## src/rtl/csa_stream_accum_if.sv

```systemverilog
// Valid/ready bundle for csa_stream_accum: operand beats in, resolved total out.
// The slave modport is the accumulator's view; the master modport is the producer/consumer view.
interface csa_stream_accum_if #(
  parameter int WIDTH = 8,
  parameter int LANES = 2,
  parameter int OUT_W = 18
);
  logic                   in_valid;
  logic                   in_ready;
  logic [LANES*WIDTH-1:0] in_data;
  logic [LANES-1:0]       in_lane_en;
  logic                   in_last;
  logic                   out_valid;
  logic                   out_ready;
  logic [OUT_W-1:0]       out_sum;
  logic [15:0]            out_count;

  modport slave (
    input  in_valid, in_data, in_lane_en, in_last, out_ready,
    output in_ready, out_valid, out_sum, out_count
  );

  modport master (
    output in_valid, in_data, in_lane_en, in_last, out_ready,
    input  in_ready, out_valid, out_sum, out_count
  );
endinterface

```

## src/rtl/csa_stream_accum.sv

```systemverilog
// Streaming multi-operand adder: beats are folded into carry-save sum/carry registers and
// resolved by one carry-propagate add per transaction. Define CSA_SIGNED_EN for signed operands.
module csa_stream_accum #(
  parameter int WIDTH = 8,
  parameter int LANES = 2,
  parameter int OUT_W = 18
) (
  input  logic                clk,
  input  logic                rst_n,
  csa_stream_accum_if.slave   bus
);

  localparam int POP_W = $clog2(LANES + 1);

  typedef enum logic [1:0] {
    ACCUM   = 2'd0,
    RESOLVE = 2'd1,
    DONE    = 2'd2
  } state_e;

  state_e           state_q, state_d;
  logic [OUT_W-1:0] ss_q, ss_d;
  logic [OUT_W-1:0] cc_q, cc_d;
  logic [OUT_W-1:0] sum_q, sum_d;
  logic [15:0]      count_q, count_d;
  logic [15:0]      cntOut_q, cntOut_d;

  logic [OUT_W-1:0] csaS;
  logic [OUT_W-1:0] csaC;
  logic [OUT_W-1:0] operand;
  logic [OUT_W-1:0] stageSum;
  logic [POP_W-1:0] popCnt;
  logic [16:0]      countSum;
  logic [15:0]      countNext;
  logic             inReady;
  logic             outValid;

  function automatic logic [OUT_W-1:0] extendLane(input logic [WIDTH-1:0] v);
`ifdef CSA_SIGNED_EN
    return {{(OUT_W-WIDTH){v[WIDTH-1]}}, v};
`else
    return {{(OUT_W-WIDTH){1'b0}}, v};
`endif
  endfunction

  // Chain of 3:2 stages forms the (LANES+2):2 compressor; the carry bit leaving the top is dropped.
  always_comb begin
    csaS     = ss_q;
    csaC     = cc_q;
    operand  = '0;
    stageSum = '0;
    popCnt   = '0;
    for (int k = 0; k < LANES; k++) begin
      operand  = bus.in_lane_en[k] ? extendLane(bus.in_data[k*WIDTH +: WIDTH]) : '0;
      stageSum = csaS ^ csaC ^ operand;
      csaC     = ((csaS & csaC) | (csaS & operand) | (csaC & operand)) << 1;
      csaS     = stageSum;
      popCnt   = popCnt + POP_W'(bus.in_lane_en[k]);
    end
  end

  assign countSum  = {1'b0, count_q} + 17'(popCnt);
  assign countNext = countSum[16] ? 16'hFFFF : countSum[15:0];

  always_comb begin
    state_d  = state_q;
    ss_d     = ss_q;
    cc_d     = cc_q;
    count_d  = count_q;
    sum_d    = sum_q;
    cntOut_d = cntOut_q;
    inReady  = 1'b0;
    outValid = 1'b0;
    case (state_q)
      ACCUM: begin
        inReady = 1'b1;
        if (bus.in_valid) begin
          ss_d    = csaS;
          cc_d    = csaC;
          count_d = countNext;
          if (bus.in_last) begin
            state_d = RESOLVE;
          end
        end
      end
      RESOLVE: begin
        sum_d    = ss_q + cc_q;
        cntOut_d = count_q;
        state_d  = DONE;
      end
      DONE: begin
        outValid = 1'b1;
        if (bus.out_ready) begin
          ss_d    = '0;
          cc_d    = '0;
          count_d = '0;
          state_d = ACCUM;
        end
      end
      default: begin
        state_d = ACCUM;
      end
    endcase
  end

  always_ff @(posedge clk or negedge rst_n) begin
    if (!rst_n) begin
      state_q  <= ACCUM;
      ss_q     <= '0;
      cc_q     <= '0;
      sum_q    <= '0;
      count_q  <= '0;
      cntOut_q <= '0;
    end else begin
      state_q  <= state_d;
      ss_q     <= ss_d;
      cc_q     <= cc_d;
      sum_q    <= sum_d;
      count_q  <= count_d;
      cntOut_q <= cntOut_d;
    end
  end

  assign bus.in_ready  = inReady;
  assign bus.out_valid = outValid;
  assign bus.out_sum   = sum_q;
  assign bus.out_count = cntOut_q;

endmodule

```

## src/flat_wrapper.sv

```systemverilog
// flat-port wrapper written by rule: the top's interface ports become plain ports
module csa_stream_accum_flat 
#(
  parameter int WIDTH = 8,
  parameter int LANES = 2,
  parameter int OUT_W = 18
)
  (clk, rst_n, bus_in_valid, bus_in_data, bus_in_lane_en, bus_in_last, bus_out_ready, bus_in_ready, bus_out_valid, bus_out_sum, bus_out_count);
  csa_stream_accum_if #(.WIDTH(WIDTH), .LANES(LANES), .OUT_W(OUT_W)) bus_i ();
  input  logic clk;
  input  logic rst_n;
  input wire logic [$bits(bus_i.in_valid)-1:0] bus_in_valid;
  input wire logic [$bits(bus_i.in_data)-1:0] bus_in_data;
  input wire logic [$bits(bus_i.in_lane_en)-1:0] bus_in_lane_en;
  input wire logic [$bits(bus_i.in_last)-1:0] bus_in_last;
  input wire logic [$bits(bus_i.out_ready)-1:0] bus_out_ready;
  output wire logic [$bits(bus_i.in_ready)-1:0] bus_in_ready;
  output wire logic [$bits(bus_i.out_valid)-1:0] bus_out_valid;
  output wire logic [$bits(bus_i.out_sum)-1:0] bus_out_sum;
  output wire logic [$bits(bus_i.out_count)-1:0] bus_out_count;
  assign bus_i.in_valid = bus_in_valid;
  assign bus_i.in_data = bus_in_data;
  assign bus_i.in_lane_en = bus_in_lane_en;
  assign bus_i.in_last = bus_in_last;
  assign bus_i.out_ready = bus_out_ready;
  assign bus_in_ready = bus_i.in_ready;
  assign bus_out_valid = bus_i.out_valid;
  assign bus_out_sum = bus_i.out_sum;
  assign bus_out_count = bus_i.out_count;
  csa_stream_accum #(.WIDTH(WIDTH), .LANES(LANES), .OUT_W(OUT_W)) u_core (.clk(clk), .rst_n(rst_n), .bus(bus_i));
endmodule
```

## config.mk

```make
export PLATFORM = sky130hd
export DESIGN_NAME = csa_stream_accum_flat
export DESIGN_NICKNAME = d
export VERILOG_FILES = /design/src/rtl/csa_stream_accum_if.sv /design/src/rtl/csa_stream_accum.sv /design/src/flat_wrapper.sv
export SDC_FILE = /design/constraint.sdc
export NUM_CORES = 1
export LEC_CHECK = 0
export CAP_MARGIN = 20
export CORE_UTILIZATION = 58
export CTS_BUF_LIST = sky130_fd_sc_hd__clkbuf_4 sky130_fd_sc_hd__clkbuf_8
export DETAILED_ROUTE_END_ITERATION = 10
export GPL_TIMING_DRIVEN = 0
export PLACE_DENSITY = 0.82
export RECOVER_POWER = 100
export SETUP_SLACK_MARGIN = 0.4
export SYNTH_ARGS = -nofsm -noshare
export SYNTH_HDL_FRONTEND = slang
export SYNTH_SLANG_ARGS = --single-unit
```

## constraint.sdc

```tcl
create_clock -name clk -period 2.4 [get_ports clk]
set_clock_uncertainty 0.1 [all_clocks]
set_input_delay 0.48 -clock clk [delete_from_list [all_inputs] [get_ports clk]]
set_output_delay 0.48 -clock clk [all_outputs]
set_load 0.01 [all_outputs]
```

==> qor.json, run 1 <==
{
  "fmax": {"value": 434, "unit": "MHz"},
  "period_needed": {"value": 2300, "unit": "ps"},
  "worst-r2r-cell-count": {"value": 8},
  "p_leak": {"value": 0.00310, "unit": "uW"},
  "dieArea": {"value": 0.00899, "unit": "sq mm"},
  "grt_overflow": {"value": 0},
  "fin_area": {"value": 0.00661, "unit": "sq mm"},
  "drt_wl_total": {"value": 14600, "unit": "microns"},
  "worstMarginPinSlew": {"value": 1360, "unit": "ps"},
  "crit-reg2reg-capture": {"value": "u_core.bus.out_sum[10]$_DFFE_PN0N_"},
  "synth.yosys.seq_area_share": {"value": 43.6, "unit": "%"},
  "status": {"value": "finished clean"},
  "cts_buffer_depth": {"value": 2},
  "synth.top_cell.area_share": {"value": 43.6, "unit": "%"},
  "placement.cell_area": {"value": 0.00579, "unit": "sq mm"},
  "cts_inserted_buffers": {"value": 9},
  "synth.avg_cell_area": {"value": 9.64, "unit": "sq um"},
  "area_contributors_post_synth": {"value": "sky130_fd_sc_hd__dfrtp_1 44%, sky130_fd_sc_hd__fa_1 9.6%, sky130_fd_sc_hd__nand2_1 7.9%"},
  "holdCritPathClass": {"value": "reg -> reg"},
  "viasPerCell": {"value": 6.30},
  "synth.net_count": {"value": 593},
  "post_route_cells_drive_above_1_share": {"value": 19.1, "unit": "%"},
  "max_slew_margin": {"value": 9.57, "unit": "%"},
  "grt_start_max_net_pins": {"value": 67},
  "place.detailed.hpwl": {"value": 8590, "unit": "microns"},
  "post-route-drc-count": {"value": 0},
  "startpoint_type": {"value": "flip-flop"},
  "placement.io_buffers": {"value": 56},
  "clk-insertion-delay-late": {"value": 380, "unit": "ps"},
  "antenna_cells_inserted": {"value": 0},
  "rows": {"value": 33},
  "post-route-util": {"value": 80.0, "unit": "%"},
  "cts.root.buffer_cell": {"value": "sky130_fd_sc_hd__clkbuf_8"},
  "grt_first_pass_wirelength": {"value": 20900, "unit": "microns"},
  "via_count": {"value": 4593},
  "worstHoldEndpoint": {"value": "u_core.bus.out_count[1]$_DFFE_PN0N_"},
  "detail_route.first_pass.iterations": {"value": 7},
  "critical_setup_path_class": {"value": "reg -> reg"},
  "cap_violations": {"value": 0},
  "numClockSinks": {"value": 87},
  "number_of_instances_in_the_synthesized_netlist": {"value": 518},
  "grt_setup_unrepaired": {"value": "true"},
  "antenna_found_initial": {"value": 0},
  "vdd_drop_max": {"value": 0.000583, "unit": "V"},
  "detail_route.iter0.violations": {"value": 340},
  "fp.coreArea": {"value": 0.00826, "unit": "sq mm"},
  "clk_transition_reported_paths": {"value": 90, "unit": "ps"},
  "ant_nets": {"value": 0},
  "finish.net_count": {"value": 694},
  "wl_per_cell": {"value": 20.0, "unit": "microns"},
  "netlist.top_cell.by_area": {"value": "sky130_fd_sc_hd__dfrtp_1"},
  "initial_cell_density_of_the_core": {"value": 60.5, "unit": "%"},
  "h_tree_depth": {"value": 3},
  "tot_gr_track_use": {"value": 31.1, "unit": "%"},
  "die_h": {"value": 94.8, "unit": "microns"},
  "design.portCount": {"value": 59},
  "mappedNetlistArea": {"value": 0.00500, "unit": "sq mm"},
  "setup_violations": {"value": 0},
  "fin_crit_sh": {"value": 96.0, "unit": "%"},
  "synth_flop_cell": {"value": "sky130_fd_sc_hd__dfrtp_1"},
  "synthToLayoutAreaGrowth": {"value": 32.3, "unit": "%"},
  "ff2ff_setup_slack": {"value": 100, "unit": "ps"},
  "die_width": {"value": 94.8, "unit": "microns"},
  "warnings_synthesis": {"value": 0},
  "timing.final.max_slew_violations": {"value": 0},
  "ys_seq_elements": {"value": 87},
  "critical_path_arrival": {"value": 2450, "unit": "ps"},
  "crit_path_max_fanout": {"value": 2},
  "cts_tree": {"value": "done"},
  "critical_path.reg2reg.startpoint": {"value": "u_core.cc_q[1]$_DFFE_PN0P_"},
  "gp_routability_congestion": {"value": 0.938},
  "cp-end-kind": {"value": "flip-flop"},
  "final_hold_viol_count": {"value": 0},
  "hold_path_startpoint": {"value": "u_core.bus.out_count[1]$_DFFE_PN0N_"},
  "async_flop_share": {"value": 100, "unit": "%"},
  "timing.critical_path.required": {"value": 2540, "unit": "ps"},
  "worst_hold_path_depth": {"value": 2},
  "yosys.cell_types.count": {"value": 52},
  "via_count_of_the_first_global_routing_pass": {"value": 4356},
  "synth_enable_flop_cells": {"value": 0},
  "power_density": {"value": 833, "unit": "mW/mm^2"}
}
-- flip-flops by register name (all words and copies together) (netlist names) --
name,cells
u_core.bus.out_sum,18
u_core.ss_q,18
u_core.cc_q,17
u_core.bus.out_count,16
u_core.count_q,16
u_core.state_q,2
-- metrics by stage --
step | setup WS (ps) | total power [uW] | TNS (ps) | instances | hold slack (ps)
3_5_place_dp | -241 | 3830 | -3550 | 680 | 302
2_1_floorplan | 170 | 3120 | 0 | 518 | 84.4
3_3_place_gp | -2380 | 3730 | -209030 | 679 | 359
4_1_cts | 156 | 5270 | 0 | 717 | 385
5_1_grt | -5.56 | 5770 | -5.56 | 729 | 398
6_report | 95.0 | 5500 | 0 | 729 | 373
-- cells by family (layout without fill, tap and decap cells) --
logic type	Yosys count	count (layout)	synth area share, %
AO/OA/AOI/OAI	134	134	17.0
XOR/XNOR	13	13	2.28
adder cells (fa/ha/maj)	52	52	16.6
buffers and inverters	67	173	5.21
flip-flops	87	87	43.6
multiplexers	2	2	0.401
AND/OR/NAND/NOR	163	163	15.0
-- critical path, stage by stage, from the launching register on --
cell and delay, ps:
sky130_fd_sc_hd__dfrtp_1 400, sky130_fd_sc_hd__ha_1 240, sky130_fd_sc_hd__buf_4 150, sky130_fd_sc_hd__a211oi_1 310, sky130_fd_sc_hd__o21ai_0 240, sky130_fd_sc_hd__buf_6 180, sky130_fd_sc_hd__a41oi_1 260, sky130_fd_sc_hd__xor2_1 210
sky130_fd_sc_hd__o21ai_1 80
-- report_power, final --
group | total [uW] | switching, uW | internal (uW)
clock | 1310 | 572 | 734
combinational | 2190 | 1200 | 991
sequential | 2000 | 250 | 1760
total | 5500 | 2020 | 3480
-- cells in the mapped netlist (2+ instances only) --
cell	n
sky130_fd_sc_hd__buf_1	3
sky130_fd_sc_hd__nand2b_1	5
sky130_fd_sc_hd__nor3_1	2
sky130_fd_sc_hd__a211oi_1	3
sky130_fd_sc_hd__xnor2_1	5
sky130_fd_sc_hd__nor2_1	11
sky130_fd_sc_hd__a21o_1	5
sky130_fd_sc_hd__a41oi_1	2
sky130_fd_sc_hd__o21a_1	4
sky130_fd_sc_hd__dfrtp_1	87
sky130_fd_sc_hd__o31ai_1	3
sky130_fd_sc_hd__mux2i_1	2
sky130_fd_sc_hd__xor2_1	8
sky130_fd_sc_hd__and2_1	6
sky130_fd_sc_hd__nand4_1	3
sky130_fd_sc_hd__o22ai_1	20
sky130_fd_sc_hd__a21oi_1	12
sky130_fd_sc_hd__fa_1	24
sky130_fd_sc_hd__o21ai_0	35
sky130_fd_sc_hd__inv_1	46
sky130_fd_sc_hd__a22o_1	13
sky130_fd_sc_hd__nand2_1	105
sky130_fd_sc_hd__o21ai_2	2
sky130_fd_sc_hd__and3_1	5
sky130_fd_sc_hd__clkbuf_1	16
sky130_fd_sc_hd__nor2b_1	2
sky130_fd_sc_hd__ha_1	28
sky130_fd_sc_hd__o21ai_1	19
sky130_fd_sc_hd__a31oi_1	6
sky130_fd_sc_hd__nand3_1	14
-- metal layers --
metal	wire length, microns	track usage [%]	vias to the layer above	share of wire (%)
li1	-	-	1972	-
met5	0	0	-	0
met1	5480	39.4	2282	37
met4	541	16.7	0	3.7
met2	7500	50.6	273	51
met3	1090	5.56	66	7.5
-- placed cells by master (no fill, tap or decap), drive strengths merged, types with 3 or more instances in the layout --
cell type        n
fa              24
and2             7
nand2b           5
a21oi           12
nor2            11
dlygate4sd3     37
a21o             5
clkdlybuf4s50   14
o21ai           56
inv             47
a31oi            6
and3             6
clkbuf          33
a211oi           3
a22o            13
o31ai            3
dfrtp           87
xor2             8
xnor2            5
nand4            3
buf             33
dlymetal6s2s     3
bufinv           3
nand3           15
o21a             4
ha              28
o22ai           20
nand2          107
-- repair_timing --
item | in CTS | in global routing
pin swaps | 18 | 34
gates resized for setup | 35 | 69
setup buffers | 19 | 12
hold buffers | 1 | 0
cloned | 1 | 0
endpoints found under the hold margin | 21 | 0
endpoints found under the setup margin | 55 | 48
-- final cells by class --
cell class | instances | area, sq um
plain buffers | 21 | 128
clock buffers | 11 | 145
clock inverters | 5 | 104
fillers | 507 | 1650
inverters | 46 | 175
multi-input cells | 364 | 2860
flip-flops and latches | 87 | 2180
well taps | 105 | 131
repair buffers | 90 | 883
-- how the worst max path moves through the flow --
stage,end,slack (ps),cells past startpoint,from
finish,u_core.bus.out_sum[10]$_DFFE_PN0N_,100,8,u_core.cc_q[1]$_DFFE_PN0P_
global route,u_core.bus.out_sum[10]$_DFFE_PN0N_,-6,8,u_core.cc_q[1]$_DFFE_PN0P_
CTS,u_core.bus.out_sum[17]$_DFFE_PN0N_,160,8,u_core.cc_q[1]$_DFFE_PN0P_
floorplan,u_core.count_q[5]$_DFFE_PN0P_,170,12,bus_in_lane_en[1]
global placement,u_core.ss_q[0]$_DFFE_PN0P_,-2380,1,rst_n
detailed placement,u_core.ss_q[17]$_DFFE_PN0P_,-240,7,bus_in_valid
Power figures use the tool's default switching activity.
==> run 2, diff against run 1 <==
Settings changed: REMOVE_ABC_BUFFERS set to 1, TNS_END_PERCENT set to 10.
==> run 2 against run 1 <==
Effect of this change: register-to-register slack about the same; core utilization shrank 6.3 points; sequential share of layout area grew 2.8 points.
==> qor.json, run 2 (same netlist as run 1, synthesis figures left out) <==
{
  "finish.net_count": {"value": 660, "change": "-4.9%"},
  "wl_per_cell": {"value": 16.7, "unit": "microns", "change": "-17%"},
  "timing.final.max_slew_violations": {"value": 0, "change": "unchanged"},
  "most_common_cell_after_layout_fill_and_taps_aside": {"value": "sky130_fd_sc_hd__nand2_1"},
  "worstHoldEndpoint": {"value": "u_core.bus.out_count[11]$_DFFE_PN0N_"},
  "timing.critical_path.required": {"value": 1820, "unit": "ps", "change": "-720 ps"},
  "fp.coreArea": {"value": 0.00826, "unit": "sq mm", "change": "unchanged"},
  "status": {"value": "finished clean"},
  "worst_hold_path_depth": {"value": 2, "change": "unchanged"},
  "placement.io_buffers": {"value": 58, "change": "+3.6%"},
  "die_width": {"value": 94.8, "unit": "microns", "change": "unchanged"},
  "cts_inserted_buffers": {"value": 9, "change": "unchanged"},
  "p_leak": {"value": 0.00285, "unit": "uW", "change": "-8.1%"},
  "vdd_drop_max": {"value": 0.000486, "unit": "V", "change": "-17%"},
  "place.detailed.hpwl": {"value": 7350, "unit": "microns", "change": "-14%"},
  "synthToLayoutAreaGrowth": {"value": 21.8, "unit": "%"},
  "post-route-drc-count": {"value": 0, "change": "unchanged"},
  "clk_transition_reported_paths": {"value": 100, "unit": "ps", "change": "about the same"},
  "critical_path.reg2reg.startpoint": {"value": "u_core.ss_q[1]$_DFFE_PN0P_"},
  "critical_setup_path_class": {"value": "reg -> out"},
  "grt_setup_unrepaired": {"value": "true"},
  "max_slew_margin": {"value": 34.9, "unit": "%", "change": "+25 points"},
  "detail_route.first_pass.iterations": {"value": 6, "change": "-1"},
  "crit_path_max_fanout": {"value": 7, "change": "+5"},
  "cts_buffer_depth": {"value": 2, "change": "unchanged"},
  "holdCritPathClass": {"value": "reg -> reg"},
  "post_route_cells_drive_above_1_share": {"value": 10.7, "unit": "%", "change": "-8.4 points"},
  "layout.cells.most_common_list": {"value": "104 x sky130_fd_sc_hd__nand2_1, 87 x sky130_fd_sc_hd__dfrtp_1, 44 x sky130_fd_sc_hd__inv_1"},
  "antenna_cells_inserted": {"value": 0, "change": "unchanged"},
  "cts.root.buffer_cell": {"value": "sky130_fd_sc_hd__clkbuf_8"},
  "clk-insertion-delay-late": {"value": 370, "unit": "ps", "change": "about the same"},
  "fin_crit_sh": {"value": 96.7, "unit": "%", "change": "+0.70 points"},
  "crit-reg2reg-capture": {"value": "u_core.bus.out_sum[15]$_DFFE_PN0N_"},
  "final_critical_path_setup_slack": {"value": 78.2, "unit": "ps", "change": "-16.8 ps"},
  "rows": {"value": 33, "change": "unchanged"},
  "tot_gr_track_use": {"value": 27.6, "unit": "%", "change": "-3.5 points"},
  "power_density": {"value": 813, "unit": "mW/mm^2", "change": "-2.4%"},
  "initial_cell_density_of_the_core": {"value": 60.5, "unit": "%", "change": "unchanged"},
  "hold_path_startpoint": {"value": "u_core.bus.out_count[11]$_DFFE_PN0N_"},
  "period_needed": {"value": 2320, "unit": "ps", "change": "+16.8 ps"},
  "cts_tree": {"value": "done"},
  "drt_wl_total": {"value": 11600, "unit": "microns", "change": "-21%"},
  "grt_overflow": {"value": 0, "change": "unchanged"},
  "worst-r2r-cell-count": {"value": 9, "change": "+1"},
  "via_count_of_the_first_global_routing_pass": {"value": 4070, "change": "-6.6%"},
  "die_h": {"value": 94.8, "unit": "microns", "change": "unchanged"},
  "tns": {"value": 0, "unit": "ps", "change": "unchanged"},
  "detail_route.iter0.violations": {"value": 264, "change": "-22%"},
  "design.portCount": {"value": 59, "change": "unchanged"},
  "fmax": {"value": 431, "unit": "MHz", "change": "-0.72%"},
  "grt_start_max_net_pins": {"value": 72, "change": "+7.5%"},
  "startpoint_type": {"value": "flip-flop"},
  "final_hold_viol_count": {"value": 0, "change": "unchanged"},
  "gp_routability_congestion": {"value": 0.884, "change": "-5.7%"},
  "h_tree_depth": {"value": 3, "change": "unchanged"},
  "ff2ff_setup_slack": {"value": 100, "unit": "ps", "change": "about the same"},
  "worstMarginPinSlew": {"value": 976, "unit": "ps", "change": "-380 ps"},
  "dieArea": {"value": 0.00899, "unit": "sq mm", "change": "unchanged"},
  "place_ws": {"value": -946, "unit": "ps", "change": "-705 ps"},
  "grt_first_pass_wirelength": {"value": 19000, "unit": "microns", "change": "-9.1%"},
  "cap_violations": {"value": 0, "change": "unchanged"},
  "fin_worst_hold_slack": {"value": 373, "unit": "ps", "change": "-0.0120 ps"},
  "ant_nets": {"value": 0, "change": "unchanged"},
  "viasPerCell": {"value": 5.84, "change": "-7.4%"},
  "setup_violations": {"value": 0, "change": "unchanged"},
  "via_count": {"value": 4050, "change": "-12%"},
  "numClockSinks": {"value": 87, "change": "unchanged"},
  "cp-end-kind": {"value": "primary output"},
  "antenna_found_initial": {"value": 0, "change": "unchanged"},
  "critical_path_arrival": {"value": 1740, "unit": "ps", "change": "-710 ps"}
}
run 2: cell types whose count changed in the layout (fill, tap and decap cells not counted), sizes merged:
cell	change
nor2	+1
dlymetal6s2s	-3
clkdlybuf4s50	+5
dlygate4sd2	-2
clkbuf	-23
clkinvlp	+3
bufinv	-2
buf	-15
nand2	+1
run 2: worst max-delay path by stage:
stage                                                      end                           from  cells after the start
after CTS                   u_core.bus.out_sum[17]$_DFFE_PN0N_     u_core.cc_q[1]$_DFFE_PN0P_                      8
after floorplan                  u_core.count_q[0]$_DFFE_PN0P_              bus_in_lane_en[0]                     10
after global routing        u_core.bus.out_sum[15]$_DFFE_PN0N_     u_core.ss_q[1]$_DFFE_PN0P_                      9
final                                             bus_in_ready  u_core.state_q[0]$_DFFE_PN0P_                      2
after global placement    u_core.bus.out_count[13]$_DFFE_PN0N_                          rst_n                      1
after detailed placement        u_core.count_q[13]$_DFFE_PN0P_              bus_in_lane_en[0]                     11
run 2: metal layers:
metal	part of all wire [%]	up-vias	wire [microns]	global-route usage [%]
met3	4.3	32	500	3.86
met4	2.9	0	334	13.6
met5	0	-	0	0
met2	51	130	5900	46.9
li1	-	1896	-	-
met1	42	1992	4860	34.4
run 2: layout make-up:
type,count,area (sq um)
multi-input cells,366,2680
clock buffers,9,124
fillers,583,2170
clock inverters,6,70.1
inverters,46,173
flip-flops and latches,87,2180
repair buffers,75,728
well taps,105,131
run 2: power by group:
group | leakage (uW) | internal [uW] | switching, uW | total, uW
registers | 0.00117 | 1750 | 209 | 1960
logic | 0.00159 | 854 | 1080 | 1930
clock network | 0.0000879 | 481 | 573 | 1050
total | 0.00285 | 3090 | 1860 | 4950
run 2: repair_timing:
item / CTS / global route
pin swaps: 5 / 6
cloned: 1 / 1
hold buffers: 1 / 0
buffers inserted: 8 / 5
endpoints found under the setup margin: 56 / 64
endpoints found under the hold margin: 16 / 0
gates resized for setup: 22 / 10
run 2: through the flow:
step | area, sq um | std cells | total power [uW] | util (%)
2_1_floorplan | 4910 | 497 | 3070 | -
3_3_place_gp | 5620 | 660 | 3660 | 68.1
3_5_place_dp | 5700 | 663 | 3770 | 69.0
4_1_cts | 6020 | 688 | 4890 | 72.8
5_1_grt | 6090 | 694 | 5280 | 73.7
6_report | 6090 | 694 | 4950 | 73.7
run 2: worst max-delay path, stage by stage (launching register included):
cell                              delay, ps
sky130_fd_sc_hd__dfrtp_1                500
sky130_fd_sc_hd__nor2_1                 260
sky130_fd_sc_hd__clkdlybuf4s50_1        610
==> variant, RTL diff (settings of run 1) <==
The 3 states of `state_e` get a one-hot encoding in 3 bits.
--- a/src/rtl/csa_stream_accum.sv
+++ b/src/rtl/csa_stream_accum.sv
@@ -12,10 +12,10 @@
 
   localparam int POP_W = $clog2(LANES + 1);
 
-  typedef enum logic [1:0] {
-    ACCUM   = 2'd0,
-    RESOLVE = 2'd1,
-    DONE    = 2'd2
+  typedef enum logic [2:0] {
+    ACCUM   = 3'b001,
+    RESOLVE = 3'b010,
+    DONE    = 3'b100
   } state_e;
 
   state_e           state_q, state_d;
Check against the original RTL: same outputs for any inputs over 4 cycles, from zero or initial values and one cycle with rst_n low; so few cycles prove little.
==> variant against run 1 <==
Combinational power rose by 50%; maximum frequency fell by 0.23%; core utilization barely moved; sequential power rose by 7%; routed wire length rose by 1.3%; non-clock buffer count rose by 11; clock power fell by 23%; worst setup slack got worse by 0.0053 ns; first-iteration DRC count rose by 29%; via count fell by 0.35%; final area rose by 1.5%; critical endpoint is now u_core.count_q[5]; total power rose by 17%; sequential cell count rose by 1; synthesized area rose by 2.3%.
==> variant: results (changes against run 1) <==
Routing
The initial DRC count is 439 (+29%). The total via count in the routed design is 4577 (-0.35%). The detailed-route vias per instance is 6.25 (-0.76%).

The length of the first detailed-routing pass in iterations is 5 (-2). The sum of routed wire length over all layers is 14800 um (+1.3%).

Placed design
The total placed cells including tap cells is 681 (+0.15%). The area of placed instances is 5930 sq um (+2.6%). The detailed placer's ending HPWL is 9380 um (+9.2%).

GRT
The via count of the first global-routing pass is 4443 (+2.0%). The first-pass GRT wire length is 22200 um (+5.8%). The global-route track usage on met2 is 0.552 (+0.0464). The met1 usage in global routing is 0.422 (+0.0279). The global-route usage over all layers is 0.324 (+0.0132). The fraction of met3 tracks used by global routing is 0.0355 (-0.0200).

The maximum number of pins on one net before global-route repair is 59 (-12%).

Worst hold path
The end point of the worst hold path is u_core.bus.out_count[2]. The worst hold path startpoint is u_core.bus.out_count[2].

Critical path
The end of the worst register-to-register path is u_core.count_q[5]. Grouping stages by cell kind, the critical path spends the most delay in simple AND/OR/NAND/NOR gates. The largest driver fanout on the critical path is 5 (+3). The worst path arrival time is 2.49 ns (+0.04 ns). The standard cell with the maximum stage delay on the critical path is sky130_fd_sc_hd__or3_4.

The depth of the worst register-to-register path was 10 (+2). The startpoint identified for the worst register-to-register timing path is u_core.count_q[0]. The longest individual stage delay on the worst path was 0.43 ns (+0.03 ns).

Power and ir drop
The internal power is 3690 uW (+6.0%). The peak ir drop on the vdd network is 0.000818 V (+40%). The static power due to leakage was 0.00319 uW (+2.8%).

Logic synthesis
Ranked by total cell area, the synthesized netlist is headed by sky130_fd_sc_hd__dfrtp_1 (43%), sky130_fd_sc_hd__fa_1 (9.4%), sky130_fd_sc_hd__nand2_1 (7.4%). Sorting the synthesized cells by how often they occur yields sky130_fd_sc_hd__nand2_1 (101), sky130_fd_sc_hd__dfrtp_1 (87), sky130_fd_sc_hd__o21ai_0 (34). The synthesized net count came to 594 (+0.17%). The post-synthesis cell count was 519 (+0.19%).

STA
The worst hold slack was 0.373 ns (+0.000556 ns). The worst-margin pin slew is 0.810 ns (-0.547 ns).

Outcome
The run finished with clean final reports.

CTS
The clock latency reported for the late side of the worst-skew pair came to 0.36 ns (-0.02 ns).

Finish
The share of post-route cells with drive strength above 1 is 0.212 (+0.0214).
-- variant: changes by cell type in the layout (fill, tap and decap cells not counted), moves of 5 or more --
cell / run 1 / this run
sky130_fd_sc_hd__inv_1: 39 / 24
sky130_fd_sc_hd__a22o_1: 13 / 23
sky130_fd_sc_hd__o21ai_1: 16 / 8
sky130_fd_sc_hd__nor3_1: 0 / 7
sky130_fd_sc_hd__o21ai_0: 30 / 23
sky130_fd_sc_hd__o22ai_1: 20 / 13
sky130_fd_sc_hd__buf_4: 21 / 27
sky130_fd_sc_hd__o21a_1: 3 / 9
sky130_fd_sc_hd__nand4_1: 3 / 8
-- variant: kinds of logic after synthesis --
group / synth area share
compound gates: 0.192
simple gates: 0.158
fa+ha+maj: 0.163
xor+xnor: 0.00857
mux: 0.00196
buf+inv: 0.0460
flops: 0.431
-- variant: worst max-delay path by stage --
stage | startpoint | to | slack [ns]
after floorplan | bus_in_lane_en[1] | u_core.count_q[5] | -0.009
after global placement | rst_n | u_core.cc_q[12] | -2.43
after detailed placement | bus_in_lane_en[1] | u_core.count_q[6] | -0.21
after CTS | u_core.count_q[0] | u_core.count_q[5] | 0.14
after global routing | u_core.ss_q[1] | u_core.bus.out_sum[17] | 0.03
final | u_core.count_q[0] | u_core.count_q[5] | 0.09
-- variant: power by group through the flow --
stage	sequential [uW]	clock, uW	combinational, uW
5_1_grt	2180	1050	3570
2_1_floorplan	2130	0	1720
4_1_cts	2140	996	3080
3_5_place_dp	2140	0	2680
6_report	2140	1010	3290
3_3_place_gp	2120	0	2560
-- variant: metal layers --
layer  vias up  routed length [um]
li1       2034                   -
met1      2262                5930
met2       235                7440
met3        46                1010
met4         0                 431
met5         -                   0
-- variant: cell type report --
type | count | area (sq um)
Multi-Input combinational cell | 373 | 3000
Sequential cell | 88 | 2200
Fill cell | 519 | 1680
Timing Repair Buffer | 92 | 861
Buffer | 30 | 211
Clock buffer | 10 | 138
Tap cell | 105 | 131
Inverter | 28 | 108
Clock inverter | 6 | 50.0
-- variant: what timing repair did --
item | in CTS | in global routing
endpoints found under the hold margin | 30 | 0
gates cloned | 1 | 0
setup endpoints to repair | 71 | 66
buffers inserted | 17 | 16
hold buffers | 1 | 0
pin swaps | 12 | 27
gates resized for setup | 58 | 60
-- variant: worst register-to-register path: cells and delay by family (launching register included) --
family	cells	cell delay, ns
AND/OR/NAND/NOR	3	0.74
adder cells (fa/ha/maj)	2	0.48
flip-flops	1	0.36
buffers and inverters	3	0.31
AO/OA/AOI/OAI	2	0.25
